File: src/rtl/envelope_adsr.sv
// ADSR amplitude envelope: tick-paced level FSM scaling a midscale-256 sample.
// Latency: outputs register on the mclk edge that ends a tick cycle and hold between ticks.
// Backpressure: none; the block advances only on tick and never stalls upstream.
module envelope_adsr #(
  parameter int unsigned ATTACK_STEP   = 32,
  parameter int unsigned DECAY_STEP    = 8,
  parameter int unsigned SUSTAIN_LEVEL = 192,
  parameter int unsigned RELEASE_STEP  = 4
) (
  input  logic       mclk,
  input  logic       reset_n,
  input  logic       tick,
  input  logic       gate,
  input  logic [4:0] note,
  input  logic [8:0] sample_in,
  output logic [8:0] sample_out,
  output logic [7:0] env_level,
  output logic       active
);

  typedef enum logic [2:0] {IDLE, ATTACK, DECAY, SUSTAIN, RELEASE} state_t;

  state_t     state_q, state_d, state_eff;
  logic [7:0] level_q, level_d;
  logic       gate_q, gate_d;
  logic [4:0] note_q, note_d;
  logic [8:0] sample_out_q, sample_out_d;

  logic       gate_rise, gate_fall, note_chg;
  logic [8:0] att_sum;
  logic signed [17:0] diff_s, lvl_s, prod_s, scaled_s;

  always_comb begin
    state_d   = state_q;
    level_d   = level_q;
    gate_d    = gate_q;
    note_d    = note_q;
    state_eff = state_q;
    gate_rise = gate & ~gate_q;
    gate_fall = ~gate & gate_q;
    note_chg  = gate & gate_q & (note != note_q);
    att_sum   = {1'b0, level_q} + 9'(ATTACK_STEP);

    if (tick) begin
      gate_d = gate;
      note_d = note;
      // Trigger/release decide the state first; the step for that state applies on the same tick.
      if (gate_rise || note_chg) begin
        state_eff = ATTACK;
      end else if (gate_fall && (state_q inside {ATTACK, DECAY, SUSTAIN})) begin
        state_eff = RELEASE;
      end
      state_d = state_eff;

      case (state_eff)
        IDLE: level_d = '0;
        ATTACK: begin
          if (att_sum >= 9'd255) begin
            level_d = 8'd255;
            state_d = DECAY;
          end else begin
            level_d = att_sum[7:0];
          end
        end
        DECAY: begin
          if ({1'b0, level_q} <= 9'(SUSTAIN_LEVEL + DECAY_STEP)) begin
            level_d = 8'(SUSTAIN_LEVEL);
            state_d = SUSTAIN;
          end else begin
            level_d = level_q - 8'(DECAY_STEP);
          end
        end
        SUSTAIN: level_d = level_q;
        RELEASE: begin
          if (level_q <= 8'(RELEASE_STEP)) begin
            level_d = '0;
            state_d = IDLE;
          end else begin
            level_d = level_q - 8'(RELEASE_STEP);
          end
        end
        default: state_d = IDLE;
      endcase
    end
  end

  // Signed scaling around midscale with the level being written this tick.
  always_comb begin
    diff_s       = signed'(18'(sample_in)) - 18'sd256;
    lvl_s        = signed'(18'(level_d));
    prod_s       = diff_s * lvl_s;
    scaled_s     = prod_s >>> 8;
    sample_out_d = tick ? 9'(scaled_s + 18'sd256) : sample_out_q;
  end

  always_ff @(posedge mclk or negedge reset_n) begin
    if (!reset_n) begin
      state_q      <= IDLE;
      level_q      <= '0;
      gate_q       <= 1'b0;
      note_q       <= '0;
      sample_out_q <= 9'd256;
    end else begin
      state_q      <= state_d;
      level_q      <= level_d;
      gate_q       <= gate_d;
      note_q       <= note_d;
      sample_out_q <= sample_out_d;
    end
  end

  assign sample_out = sample_out_q;
  assign env_level  = level_q;
  assign active     = (state_q != IDLE);

endmodule

File: config.mk
export PLATFORM = sky130hd
export DESIGN_NAME = envelope_adsr
export DESIGN_NICKNAME = d
export VERILOG_FILES = /design/src/rtl/envelope_adsr.sv
export SDC_FILE = /design/constraint.sdc
export NUM_CORES = 1
export LEC_CHECK = 0
export ABC_AREA = 1
export CORE_ASPECT_RATIO = 1.1
export CORE_MARGIN = 2
export CORE_UTILIZATION = 48
export CTS_BUF_LIST = sky130_fd_sc_hd__clkbuf_4 sky130_fd_sc_hd__clkbuf_8
export DETAILED_ROUTE_END_ITERATION = 7
export GPL_TIMING_DRIVEN = 1
export PLACE_DENSITY = 0.78
export SYNTH_ARGS = -nofsm -noshare
export SYNTH_HDL_FRONTEND = slang
export SYNTH_SLANG_ARGS = --single-unit
File: constraint.sdc
create_clock -name mclk -period 5.9 [get_ports mclk]
set_input_delay 1.18 -clock mclk [delete_from_list [all_inputs] [get_ports mclk]]
set_output_delay 1.18 -clock mclk [all_outputs]
set_load 0.02 [all_outputs]
# Yosys cells after proc, flatten, opt, wreduce, memory -nomap -nowiden
# Index checks and enable logic that the tools add are counted.
word_totals:
  inputBits: 18
  out_inout_bits: 18
  regBits: 26
  word_cells: 46
op_classes:
  mul: 1
  add_sub_neg: 5
  reduce_logical: 6
  n_eq_ne: 8
  magnitude_cmp: 3
  muxes: 12
  bitwise: 6
op_table:
  columns: ["operator", "n"]
  rows:
  - ["$mux W8", 4]
  - ["$pmux W8 S4", 1]
  - ["$mux W3", 6]
  - ["$mul A10 B9 Y17", 1]
  - ["$eq A3 B2 Y1 const B", 4]
  - ["$pmux W3 S4", 1]
  - ["$sub A9 B9 Y10 const B", 1]
  - ["$add A8 B6 Y9 const B", 1]
  - ["$add A9 B9 Y9 const B", 1]
  - ["$ge A9 B8 Y1 const B", 1]
  - ["$le A8 B3 Y1 const B", 1]
  - ["$le A8 B8 Y1 const B", 1]
  - ["$sub A8 B3 Y8 const B", 1]
  - ["$sub A8 B4 Y8 const B", 1]
  - ["$eq A3 B1 Y1 const B", 2]
  - ["$reduce_bool A3 Y1", 2]
  - ["$ne A5 B5 Y1", 1]
  - ["$and A1 B1 Y1", 4]
  - ["$eq A3 B3 Y1 const B", 1]
  - ["$logic_not A3 Y1", 1]
  - ["$not A1 Y1", 2]
  - ["$reduce_or A2 Y1", 1]
  - ["$logic_and A1 B1 Y1", 1]
  - ["$logic_or A1 B1 Y1", 1]

# Longest topological paths before layout
depth:
  word_depth: 11
  depth_mapped: 35

# Worst setup path before layout
# Ideal clock, no wire load.
synth_timing:
  path_type: "input-to-reg"
  start: "in gate"
  end: "reg sample_out_q[7] (netlist: sample_out[7])"
  path_slack_ps: -368
  arrival_ps: 6150
  n_path_buf: 0
  required_ps: 5782
  stages: 26
  setup_time_ps: 118
  cell_sequence: "nor2_2 nand2_2 nand2_2 inv_1 o21ai_2 nand2_2 a21oi_4 inv_4 o31ai_1 nand2_1 nand2_1 fa_1 fa_1 inv_1 fa_1 inv_1 fa_1 inv_1 ha_1 a21oi_1 o21a_1 nor2_1 a2111oi_0 nand3_1 nand3_1 nand2_1"
synth_via:
  elab_chain_cells: 11
  word_cells_on_any_way: 18
  classes_between: "add/sub (1); mul (1); eq/ne (3); mux (5); bitwise (5); reduce/logical (3)"
synth_rtl:
  columns: ["item", "line_no", "text"]
  rows:
  - ["start, declared", "13", "input logic gate,"]
  - ["$not A1 Y1", "40", "gate_fall = ~gate & gate_q;"]
  - ["$and A1 B1 Y1", "40", null]
  - ["$logic_and A1 B1 Y1", "50", "end else if (gate_fall && (state_q inside {ATTACK, DECAY, SUSTAIN})) begin"]
  - ["$mux W3", "50", null]
  - ["$mux W3 *", "48", "if (gate_rise || note_chg) begin"]
  - ["$mux W3 *", "44", "if (tick) begin"]
  - ["$eq A3 B3 Y1 (tied with other cells)", "55", "case (state_eff)"]
  - ["$pmux W8 S4 *", "55", null]
  - ["$mux W8 *", "44", null]
  - ["via level_d[2]", "24", "logic [7:0] level_q, level_d;"]
  - ["$mul A10 B9 Y17 *", "91", "prod_s = diff_s * lvl_s;"]
  - ["$add A9 B9 Y9 *", "93", "sample_out_d = tick ? 9'(scaled_s + 18'sd256) : sample_out_q;"]
  - ["end signal, assigned", "108", "sample_out_q <= sample_out_d;"]
  - ["end, declared", "27", "logic [8:0] sample_out_q, sample_out_d;"]
# Mark *: on every way through the listed nets, which the timed path passes. The rest lies on a longest branch. The select of a mux whose other input is x is not followed.
# A chain may end at the register's enable or synchronous reset.

# Worst setup path in the final report
layout_timing:
  start: "in note[2]"
  end: "reg sample_out_q[7] (netlist: sample_out[7])"
layout_via:
  elab_chain_cells: 10
  word_cells_on_any_way: 13
  classes_between: "add/sub (1); mul (1); eq/ne (4); mux (4); bitwise (1); reduce/logical (2)"
layout_rtl:
  columns: ["item", "line_no", "text"]
  rows:
  - ["start, declared", "14", "input logic [4:0] note,"]
  - ["$ne A5 B5 Y1 *", "41", "note_chg = gate & gate_q & (note != note_q);"]
  - ["$and A1 B1 Y1 *", "41", null]
  - ["$logic_or A1 B1 Y1 *", "48", null]
  - ["$mux W3 *", "48", null]
  - ["$mux W3 *", "44", null]
  - ["$eq A3 B3 Y1 (tied with other cells)", "55", null]
  - ["$pmux W8 S4 *", "55", null]
  - ["$mux W8 *", "44", null]
  - ["via level_d[5]", "24", null]
  - ["$mul A10 B9 Y17 *", "91", null]
  - ["$add A9 B9 Y9 *", "93", null]
# Marks and branches as above.

==> flow_metrics.tcl <==
set metrics [dict create \
    cts_tree "done" \
    htreeDepth 1 \
    core_sq_um 8830 \
    wl_um 12800 \
    routedWlPerCell_um 15.6 \
    drive_gt1_share_pct 32.1 \
    drv_cap 0 \
    drc 0 \
    worstHoldStart "sample_out[7]$_DFFE_PN0P_" \
    antenna_found_initial 0 \
    syn_to_final_growth_pct 40.9 \
    fin_crit_ns 5.94 \
    cts_buffers 3 \
    initial_core_util_pct 49.2 \
    portBuffers 35 \
    crit_required_ns 6.09 \
    overflow 0 \
    tightest_slew_ns 0.394 \
    fin_cells 821 \
    dp_hpwl_um 9390 \
    syn_nets 694 \
    fin_crit_sh_pct 101 \
    dieArea_sq_um 9830 \
    worstPathArrival_ns 6.13 \
    dr.pass1.iters 5 \
    clock-root-buffer "clkbuf_8" \
    num_vias 4352 \
    core.rowCount 36 \
    critPathMaxStageDelay_ns 0.58 \
    reg2reg_slack_ns 0.35 \
    synth.distinct_cells 40 \
    gp_congestion 0.983 \
    pin_count 36 \
    cts.sink_count 26 \
    status "finished, violations left" \
    vias_per_cell 5.30 \
    grt_pass1_wl_um 20400 \
    crit_start "note[2]" \
    slowest_stage "fa_1" \
    timing.rr.start "env_level[6]$_DFF_PN0_" \
    rsz0062_at_grt "true" \
    first_iter_violations 221 \
    die_h_um 104 \
    slew_viol_final 0 \
    critPathLaunchType "input port" \
    clock.fmax_mhz 168 \
    ctsLongestPathBuffers 2 \
    syn_avg_cell_area_sq_um 7.50 \
    slew_headroom_pct 73.4 \
    clock_latency_ns 0.28 \
    violations "negative setup slack" \
    ys_ff_latch 26 \
    setup_violations 3 \
    hold_viol_final 0 \
    clkSlewWorstSetupHoldPaths_ns 0.10 \
    ys_warn_count 0 \
    clock_skew_ns 0.0125 \
    cp-end-kind "flip-flop" \
    setup_slack_ns -0.0361 \
    nFillCells 690 \
    die_w_um 94.7 \
    grt_pass1_vias 4567 \
    netlist_area_sq_um 4340 \
    critPathKind "in -> reg" \
    yosysSeqAreaShare_pct 15.0 \
    ant_nets 0 \
    grt_usage_pct 25.9 \
    worstPathMaxFanout 7 \
    grt_max_degree 27 \
    nets 823 \
    antenna_cells 0 \
    syn-instance-count 579 \
    dp.cells 789 \
    hold_class "reg -> reg" \
]
## critical path: cells and delay by family
family / cells / cell delay, ns
AND/OR/NAND/NOR: 17 / 1.54
AO/OA/AOI/OAI: 2 / 0.18
buffers and inverters: 9 / 0.76
adder cells (fa/ha/maj): 5 / 2.45
## stage by stage
stage	TNS (ns)	utilization [%]	hold slack, ns	worst slack [ns]	area (sq um)
floorplan	0	-	0.474	0.000189	4420
global placement	-6.34	60.8	0.463	-0.927	5370
detailed placement	-6.74	60.8	0.470	-0.934	5370
CTS	-0.125	65.3	0.486	-0.0836	5770
global route	-1.73	69.3	0.510	-0.292	6120
finish	-0.0738	69.3	0.493	-0.0361	6120
## layout make-up
class / count / area [sq um] / area share, %
Multi-Input combinational cell: 413 / 3620 / 59.2
Timing Repair inverter: 1 / 7.51 / 0.123
Timing Repair Buffer: 126 / 1090 / 17.9
Tap cell: 114 / 143 / 2.33
Sequential cell: 26 / 652 / 10.7
Inverter: 137 / 533 / 8.71
Clock buffer: 3 / 41.3 / 0.675
Clock inverter: 1 / 30.0 / 0.491
## per-layer routing
layer	part of all wire, %	global-route usage (%)	routed length, um	up-vias
li1	-	-	-	2024
met1	37	29.9	4700	2168
met2	57	49.8	7250	126
met3	3.8	1.45	481	34
met4	2.9	8.18	368	0
met5	0	0	0	-
## state kept, by name (all words and copies together) (netlist names)
signal,count
gate_q,1
note_q,5
state_q,3
env_level,8
sample_out,9
## synth_stat cells (all sizes together)
cell type,count,share of area (%)
a2111oi,1,0.20
o21ai,27,3.2
xnor2,7,1.4
and2,2,0.29
a221oi,1,0.20
a31oi,4,0.58
nand4,5,0.72
nor4b,1,0.20
o21bai,1,0.17
o22ai,1,0.14
ha,40,12
nor3,7,0.92
o31ai,1,0.17
o21a,2,0.35
o211ai,1,0.29
a21oi,14,1.9
fa,57,26
o2111ai,3,0.61
a31o,1,0.20
xor2,5,1.0
dfstp,1,0.61
inv,137,12
nor2,61,5.4
nand3,27,3.2
nand2,142,13
dfrtp,25,14
o221ai,1,0.20
buf,2,0.52
or2,1,0.14
clkbuf,1,0.086
## timing repair
item                       CTS  global route
pin swaps                   46            56
gates cloned                 1             0
setup endpoints to repair    9             9
gates resized for setup     72            87
hold buffers                 0             0
buffers inserted            18            10
## path summary, 6_finish.rpt
path                                             end  cells after the start
setup / recovery           sample_out[7]$_DFFE_PN0P_                     33
hold / removal             sample_out[7]$_DFFE_PN0P_                      2
setup reg to reg           sample_out[7]$_DFFE_PN0P_                     28
hold reg to reg            sample_out[7]$_DFFE_PN0P_                      2
max in group asynchronous  sample_out[8]$_DFFE_PN1P_                      2
min in group asynchronous      note_q[4]$_DFFE_PN0P_                      2
## layout by cell type (no fill, tap or decap), types with 5 or more instances in the layout
master           synthesis  layout
inv_1                  135     112
nand2_1                131     102
buf_4                    0      79
fa_1                    57      53
nor2_1                  58      48
ha_1                    40      31
nand2_2                  9      30
clkdlybuf4s50_1          0      29
dfrtp_1                 25      25
nand3_1                 26      24
inv_2                    1      21
o21ai_0                 23      18
buf_6                    2      15
nand2_4                  2      10
nor2_2                   3       9
ha_4                     0       9
o21ai_2                  1       7
xnor2_1                  7       7
a21oi_4                  1       5
nand4_1                  5       5
a21oi_1                 13       5
xor2_1                   5       5
nor3_2                   1       5
## cell families after synthesis
family | synth area share, %
and+or+nand+nor | 24.1
buffers and inverters | 12.5
adders and majority gates | 37.8
AOI/OAI and AO/OA | 8.18
DFF | 15.0
xor gates and xnor gates | 2.42
Power is left out: the tool's default activity adds up to more than one toggle a clock period on the data nets, which glitch-free logic cannot reach.
